### src/rtl/hazard_scoreboard_pkg.sv
// Shared pipeline definitions for the hazard scoreboard: tag-entry record, address width
// and the hard-wired zero register.
package hazard_scoreboard_pkg;

    localparam int unsigned NB_ADDR = 5;

    localparam logic [NB_ADDR-1:0] REG_ZERO = '0;

    typedef struct packed {
        logic               valid;
        logic               reg_write;
        logic               mem_read;
        logic [NB_ADDR-1:0] rd;
    } tag_t;

    localparam tag_t TAG_BUBBLE = '0;

    function automatic logic tag_match(input tag_t t, input logic [NB_ADDR-1:0] r);
        return t.valid & t.reg_write & (t.rd == r);
    endfunction

endpackage

### src/rtl/hazard_tag_stage.sv
// One entry of the in-flight destination-tag pipeline: loads on enable, or a bubble on request.
module hazard_tag_stage
    import hazard_scoreboard_pkg::*;
(
    input  logic i_clk,
    input  logic i_rst_n,
    input  logic i_enable,
    input  logic i_bubble,
    input  tag_t i_tag,
    output tag_t o_tag
);

    tag_t tag_d, tag_q;

    always_comb begin
        tag_d = tag_q;
        if (i_enable) begin
            tag_d = i_bubble ? TAG_BUBBLE : i_tag;
        end
    end

    always_ff @(posedge i_clk or negedge i_rst_n) begin
        if (!i_rst_n) begin
            tag_q <= TAG_BUBBLE;
        end else begin
            tag_q <= tag_d;
        end
    end

    assign o_tag = tag_q;

endmodule

### src/rtl/hazard_scoreboard.sv
// Register-write scoreboard for a 5-stage pipeline: tracks in-flight destination tags and
// raises a zero-latency stall for load-use and ID-resolved branch hazards.
module hazard_scoreboard #(
    parameter int unsigned NB_ADDR = 5,
    parameter int unsigned NB_CNT  = 16
) (
    input  logic                  i_clk,
    input  logic                  i_rst_n,
    input  logic                  i_enable,
    input  logic                  i_issue_valid,
    input  logic [NB_ADDR-1:0]    i_rs_id,
    input  logic [NB_ADDR-1:0]    i_rt_id,
    input  logic                  i_use_rs,
    input  logic                  i_use_rt,
    input  logic                  i_branch_id,
    input  logic [NB_ADDR-1:0]    i_rd_id,
    input  logic                  i_regWrite_id,
    input  logic                  i_memRead_id,
    input  logic                  i_flush_id,
    output logic                  o_stall,
    output logic [2**NB_ADDR-1:0] o_pending,
    output logic [NB_ADDR-1:0]    o_rd_ex,
    output logic [NB_ADDR-1:0]    o_rd_m,
    output logic [NB_ADDR-1:0]    o_rd_wb,
    output logic                  o_regWrite_ex,
    output logic                  o_regWrite_m,
    output logic                  o_regWrite_wb,
    output logic [NB_CNT-1:0]     o_stall_count
);

    // NB_ADDR here must equal the package width the tag record is built from.
    import hazard_scoreboard_pkg::*;

    tag_t id_tag;
    tag_t ex_tag;
    tag_t m_tag;
    tag_t wb_tag;

    logic id_active;
    logic hit_ex;
    logic hit_m;
    logic load_use;
    logic branch_haz;
    logic stall;
    logic ex_bubble;

    logic [NB_CNT-1:0] cnt_d, cnt_q;

    // Writes to register 0 are dropped at entry so r0 can never look pending.
    always_comb begin
        id_tag           = TAG_BUBBLE;
        id_tag.valid     = 1'b1;
        id_tag.reg_write = i_regWrite_id & (i_rd_id != REG_ZERO);
        id_tag.mem_read  = i_memRead_id;
        id_tag.rd        = i_rd_id;
    end

    always_comb begin
        id_active  = i_issue_valid & ~i_flush_id;
        hit_ex     = (i_use_rs & tag_match(ex_tag, i_rs_id)) |
                     (i_use_rt & tag_match(ex_tag, i_rt_id));
        hit_m      = (i_use_rs & tag_match(m_tag, i_rs_id)) |
                     (i_use_rt & tag_match(m_tag, i_rt_id));
        load_use   = ex_tag.mem_read & hit_ex;
        // Branches compare in ID, so an ALU result in EX or a load still in M is too late.
        branch_haz = i_branch_id & (hit_ex | (m_tag.mem_read & hit_m));
        stall      = id_active & (load_use | branch_haz);
        ex_bubble  = stall | ~id_active;
    end

    hazard_tag_stage u_stage_ex (
        .i_clk    (i_clk),
        .i_rst_n  (i_rst_n),
        .i_enable (i_enable),
        .i_bubble (ex_bubble),
        .i_tag    (id_tag),
        .o_tag    (ex_tag)
    );

    hazard_tag_stage u_stage_m (
        .i_clk    (i_clk),
        .i_rst_n  (i_rst_n),
        .i_enable (i_enable),
        .i_bubble (1'b0),
        .i_tag    (ex_tag),
        .o_tag    (m_tag)
    );

    hazard_tag_stage u_stage_wb (
        .i_clk    (i_clk),
        .i_rst_n  (i_rst_n),
        .i_enable (i_enable),
        .i_bubble (1'b0),
        .i_tag    (m_tag),
        .o_tag    (wb_tag)
    );

    always_comb begin
        o_pending = '0;
        for (int r = 0; r < 2**NB_ADDR; r++) begin
            o_pending[r] = tag_match(ex_tag, NB_ADDR'(r)) |
                           tag_match(m_tag,  NB_ADDR'(r)) |
                           tag_match(wb_tag, NB_ADDR'(r));
        end
    end

    always_comb begin
        cnt_d = cnt_q;
        if (i_enable && stall && (cnt_q != {NB_CNT{1'b1}})) begin
            cnt_d = cnt_q + 1'b1;
        end
    end

    always_ff @(posedge i_clk or negedge i_rst_n) begin
        if (!i_rst_n) begin
            cnt_q <= '0;
        end else begin
            cnt_q <= cnt_d;
        end
    end

    assign o_stall       = stall;
    assign o_stall_count = cnt_q;
    assign o_rd_ex       = ex_tag.rd;
    assign o_rd_m        = m_tag.rd;
    assign o_rd_wb       = wb_tag.rd;
    assign o_regWrite_ex = ex_tag.valid & ex_tag.reg_write;
    assign o_regWrite_m  = m_tag.valid & m_tag.reg_write;
    assign o_regWrite_wb = wb_tag.valid & wb_tag.reg_write;

endmodule

### config.mk
export PLATFORM = sky130hd
export DESIGN_NAME = hazard_scoreboard
export DESIGN_NICKNAME = d
export VERILOG_FILES = /design/src/rtl/hazard_scoreboard_pkg.sv /design/src/rtl/hazard_tag_stage.sv /design/src/rtl/hazard_scoreboard.sv
export SDC_FILE = /design/constraint.sdc
export NUM_CORES = 1
export LEC_CHECK = 0
export CORE_MARGIN = 2
export CORE_UTILIZATION = 50
export CTS_BUF_LIST = sky130_fd_sc_hd__clkbuf_8
export CTS_CLUSTER_DIAMETER = 150
export CTS_CLUSTER_SIZE = 8
export DETAILED_ROUTE_END_ITERATION = 8
export PLACE_DENSITY = 0.87
export SYNTH_ARGS = -nofsm -noshare
export SYNTH_HDL_FRONTEND = slang
export SYNTH_SLANG_ARGS = --single-unit
### constraint.sdc
create_clock -name i_clk -period 4.9 [get_ports i_clk]
set_input_delay 1.225 -clock i_clk [delete_from_list [all_inputs] [get_ports i_clk]]
set_output_delay 1.225 -clock i_clk [all_outputs]
set_load 0.03 [all_outputs]
# == Word level (Yosys, flattened, before mapping) ==
# Index checks and enable logic that the tools add are counted.
# word_totals
reg_bits,39
inputBits,25
out_inout_bits,67
wordCells,302
# classes
add_sub_neg,1
n_eq_ne,98
n_mux,1
n_bitwise,184
n_reduce_logical,6
# op_table
op,n
equality test 5 bit (second input constant),48
equality test 5 x 4 -> 1 bit (second input constant),24
bitwise AND 1 bit,113
bitwise OR 1 bit,69
equality test 5 x 3 -> 1 bit (second input constant),12
equality test 5 x 2 -> 1 bit (second input constant),6
equality test 5 bit,4
adder 16 x 1 -> 16 bit (second input constant),1
inequality test 16 bit (second input constant),1
equality test 5 x 1 -> 1 bit (second input constant),3
logical NOT 5 bit,3
two-way mux 8 bit,1
nonzero test 5 bit,1
logical AND 1 bit,2
NOT 1 bit,2

# == Longest topological paths before layout ==
# depth
depth_word,11
mapped_depth,8
mapped_depth_nobuf,7

# == Hierarchy ==
# From an unflattened synthesis, not the netlist that was laid out.
# unflattened
cells_unflattened,389
hier_area_um2,3078.0
# modules_own_cells
module,instances,cells_each,area_each_um2,seq_area_each_um2
hazard_scoreboard,1,290,2053.2,400.4
hazard_tag_stage,3,33,341.6,200.2

# == Worst setup path after synthesis ==
# No wires, ideal clock.
# synth_path
path_type,input-to-output
startpoint,in i_branch_id
endpoint,out o_stall
t_arrival_ns,2.544
required_time_ns,3.675
path_slack_ns,1.131
path_stages,5
n_path_buf,0
cell_sequence,and4_1 > nand3_1 > o22ai_2 > nor2_1 > nor3b_1
# synth_via
elab_chain_len,3
# synth_rtl
item,line,source
start: declaration,hazard_scoreboard.sv:15,"input logic i_branch_id,"
bitwise AND 1 bit,hazard_scoreboard.sv:66,branch_haz = i_branch_id & (hit_ex | (m_tag.mem_read & hit_m));
bitwise OR 1 bit,hazard_scoreboard.sv:67,stall = id_active & (load_use | branch_haz);
bitwise AND 1 bit,hazard_scoreboard.sv:67,
end: declaration,hazard_scoreboard.sv:20,"output logic o_stall,"
# Every way passes these cells.

# == Worst setup path in the final report ==
# Ends and elaborated chain as after synthesis.

==> results.yml <==
power:
  sw_frac_of_total: 0.286
  p_switching_w: 0.000245
  ir_drop_mv: 0.216
  clockPowerShare: 0.379
  p_int_w: 0.000611
  seqPwrFrac: 0.444
  power_leakage_nw: 1.68
  powerDensity_nw_per_um2: 219
  p_comb_frac: 0.177
synthesis:
  synth.cell_area_um2: 2980
  ys_warn_count: 0
  netlist_instances: 354
  synth_cell_types: 40
  ys_seq_elements: 39
  synth_top_cell_by_area: "dfrtp_1"
  synth_top_area_frac: 0.328
  synth_edf_count: 0
  synthTopCellsByArea: "dfrtp_1, nand2_1, nand3_1, xnor2_1, mux2_2"
  syn_nets: 380
  async_flop_share: 1.00
  ys.flop_type: "dfrtp_1"
  ys_seq_area_frac: 0.328
  syn_area_per_cell_um2: 8.41
worst_setup_path:
  critical_path_arrival_ns: 3.36
  crit_fanout: 3
  end_kind: "output port"
  path_cells: "clkdlybuf4s50_1, and4_1, nand3_1, o22ai_2, nor2_1, nor3b_1, clkdlybuf4s50_1"
  crit_family: "buffers and inverters"
  path_class: "in -> out"
  slowest_stage: "clkdlybuf4s50_1"
  critPathMaxStageDelay_ns: 0.69
  startpoint_type: "input port"
  worst_path_most_repeated_cell: "clkdlybuf4s50_1"
  crit_buf_inv: 2
  crit_required_ns: 3.67
timing:
  hold_ws_ns: 0.505
  timing.final.ws_setup_ns: 0.315
  worst_pin_slew_ns: 0.851
  setup_viol: 0
  slew_headroom: 0.433
  rsz0062_at_grt: "false"
  period_minus_slack_ns: 4.58
  timing.final.hold_violations: 0
  finalClockSkew_ns: 0.00457
  finalCritPeriodShare: 0.936
  slew_violations: 0
  setup_tns_ns: 0
  fmax_ghz: 0.218
clock_tree:
  cts_resized: 0
  cts_buffers: 5
  htreeDepth: 2
  cts_tree: "done"
  clk_latency_ns: 0.30
  postCtsSetupRepairBufs: 0
  clk_path_buf_depth: 2
  cts_root_buffer: "clkbuf_8"
  holdBufCountCts: 0
  clk_pin_slew_ns: 0.08
  cts.sinks: 39
floorplan:
  dieArea_um2: 6590
  rows: 28
  start_util: 0.509
  dieHeight_um: 81.2
  die_w_um: 81.2
  ios: 92
  core_area_um2: 5850
detailed_routing:
  vias: 3067
  vias_per_cell: 6.18
  drt_wl_total_mm: 8.96
  ant_nets: 0
  first_pass_iters: 5
  top_layer: "met4"
  met2WireLength_mm: 4.18
  wirelength_met1_mm: 3.54
  drc: 0
  wl_met3_um: 978
  wl_per_cell_um: 18.1
  drt_iter0_markers: 267
finish:
  area_growth_pct: 31.4
  fin_util: 0.668
  diodes: 0
  fillCellCount: 475
  fin_nets: 446
  layout_common_cells: "clkdlybuf4s50_1, nand2_1, nand3_1"
  final_common_cell: "clkdlybuf4s50_1"
  post_route_cells_drive_above_1_share: 0.0903
outcome:
  status: "finished clean"
global_routing:
  grt_pass1_wl_mm: 14.1
  grt_overflow: 0
  antenna_found_initial: 0
  grt_pass1_vias: 2883
  grt_usage: 0.276
  grt_max_degree: 40
placement:
  preCtsSetupSlack_ns: 0.329
  place_hpwl_mm: 6.28
  portBuffers: 91
  gp_congestion: 0.947
min_path:
  hold_class: "reg -> reg"
flow_run:
  max_cap_viol_count: 0
==> cell families (layout without fill, tap and decap cells) <==
group,count (synthesis),count (layout),share of synthesized area
xor+xnor,33,33,0.102
mux,18,18,0.0689
flops,39,39,0.328
simple gates,183,183,0.306
buf+inv,41,108,0.0807
fa+ha+maj,1,1,0.00420
compound gates,39,39,0.110
==> worst paths after layout <==
kind	from	to	slack, ns	cells after the start
setup / recovery	i_branch_id	o_stall	0.32	7
min in group asynchronous	i_rst_n	o_stall_count[13]$_DFFE_PN0P_	1.03	1
hold reg to reg	u_stage_wb.o_tag[7]$_DFFE_PN0P_	u_stage_wb.o_tag[7]$_DFFE_PN0P_	0.50	1
hold / removal	u_stage_wb.o_tag[7]$_DFFE_PN0P_	u_stage_wb.o_tag[7]$_DFFE_PN0P_	0.50	1
setup reg to reg	u_stage_m.o_tag[3]$_DFFE_PN0P_	o_stall_count[9]$_DFFE_PN0P_	2.63	6
max in group asynchronous	i_rst_n	u_stage_wb.o_tag[1]$_DFFE_PN0P_	3.34	1
==> through the flow <==
step | total power (W) | std cells | cell area [um^2]
after floorplan | 0.000475 | 354 | 2980
after detailed placement | 0.000533 | 488 | 3770
after global placement | 0.000530 | 488 | 3770
final | 0.000856 | 496 | 3910
after global routing | 0.000884 | 496 | 3910
after CTS | 0.000852 | 496 | 3910
==> power groups by stage <==
stage          clock network, W  registers (W)  logic (W)
6_report               0.000325       0.000380   0.000151
5_1_grt                0.000341       0.000383   0.000160
4_1_cts                0.000324       0.000378   0.000151
3_5_place_dp                  0       0.000384   0.000150
3_3_place_gp                  0       0.000383   0.000147
2_1_floorplan                 0       0.000354   0.000121
==> flip-flops by register name, indices dropped and copies added, names as in the netlist <==
register          count
o_stall_count        16
u_stage_ex.o_tag      8
u_stage_m.o_tag       8
u_stage_wb.o_tag      7
==> routing by layer <==
metal / global-route usage / vias to the layer above
li1: - / 1354
met1: 0.378 / 1415
met2: 0.428 / 258
met3: 0.0622 / 40
met4: 0.103 / 0
met5: 0 / -
==> cells in the mapped netlist, types with 2 or more instances <==
master    instances
a22oi_1          21
and3_1            7
o22ai_2           2
nor3_1            9
nor3b_1           4
xnor2_2           2
buf_4            15
mux2_2           16
nor2b_1          15
dfrtp_1          39
nand3_1          42
clkbuf_1          8
nor2_1           27
nand2b_1          4
buf_2             6
xor2_1           10
nand2_1          58
a222oi_1          3
nor4_2            2
a22o_1            6
nand4_1           8
inv_1             7
xnor2_1          21
buf_6             3
and2_1            4
==> worst register-to-register path: cells and delay by family, from the launching register on <==
kind	cells	cell delay (ns)
AO/OA/AOI/OAI	2	0.57
XOR/XNOR	2	0.38
flip-flops	1	0.77
AND/OR/NAND/NOR	2	0.47
==> final cells by class <==
| class | count | area [um^2] | area share |
|---|---|---|---|
| clock buffers | 5 | 68.8 | 0.0176 |
| multi-input cells | 274 | 1760 | 0.450 |
| clock inverters | 3 | 67.6 | 0.0173 |
| inverters | 8 | 30.0 | 0.00768 |
| flip-flops and latches | 39 | 976 | 0.250 |
| well taps | 75 | 93.8 | 0.0240 |
| repair buffers | 92 | 913 | 0.234 |
No activity file was read; power rests on OpenSTA's default activity.
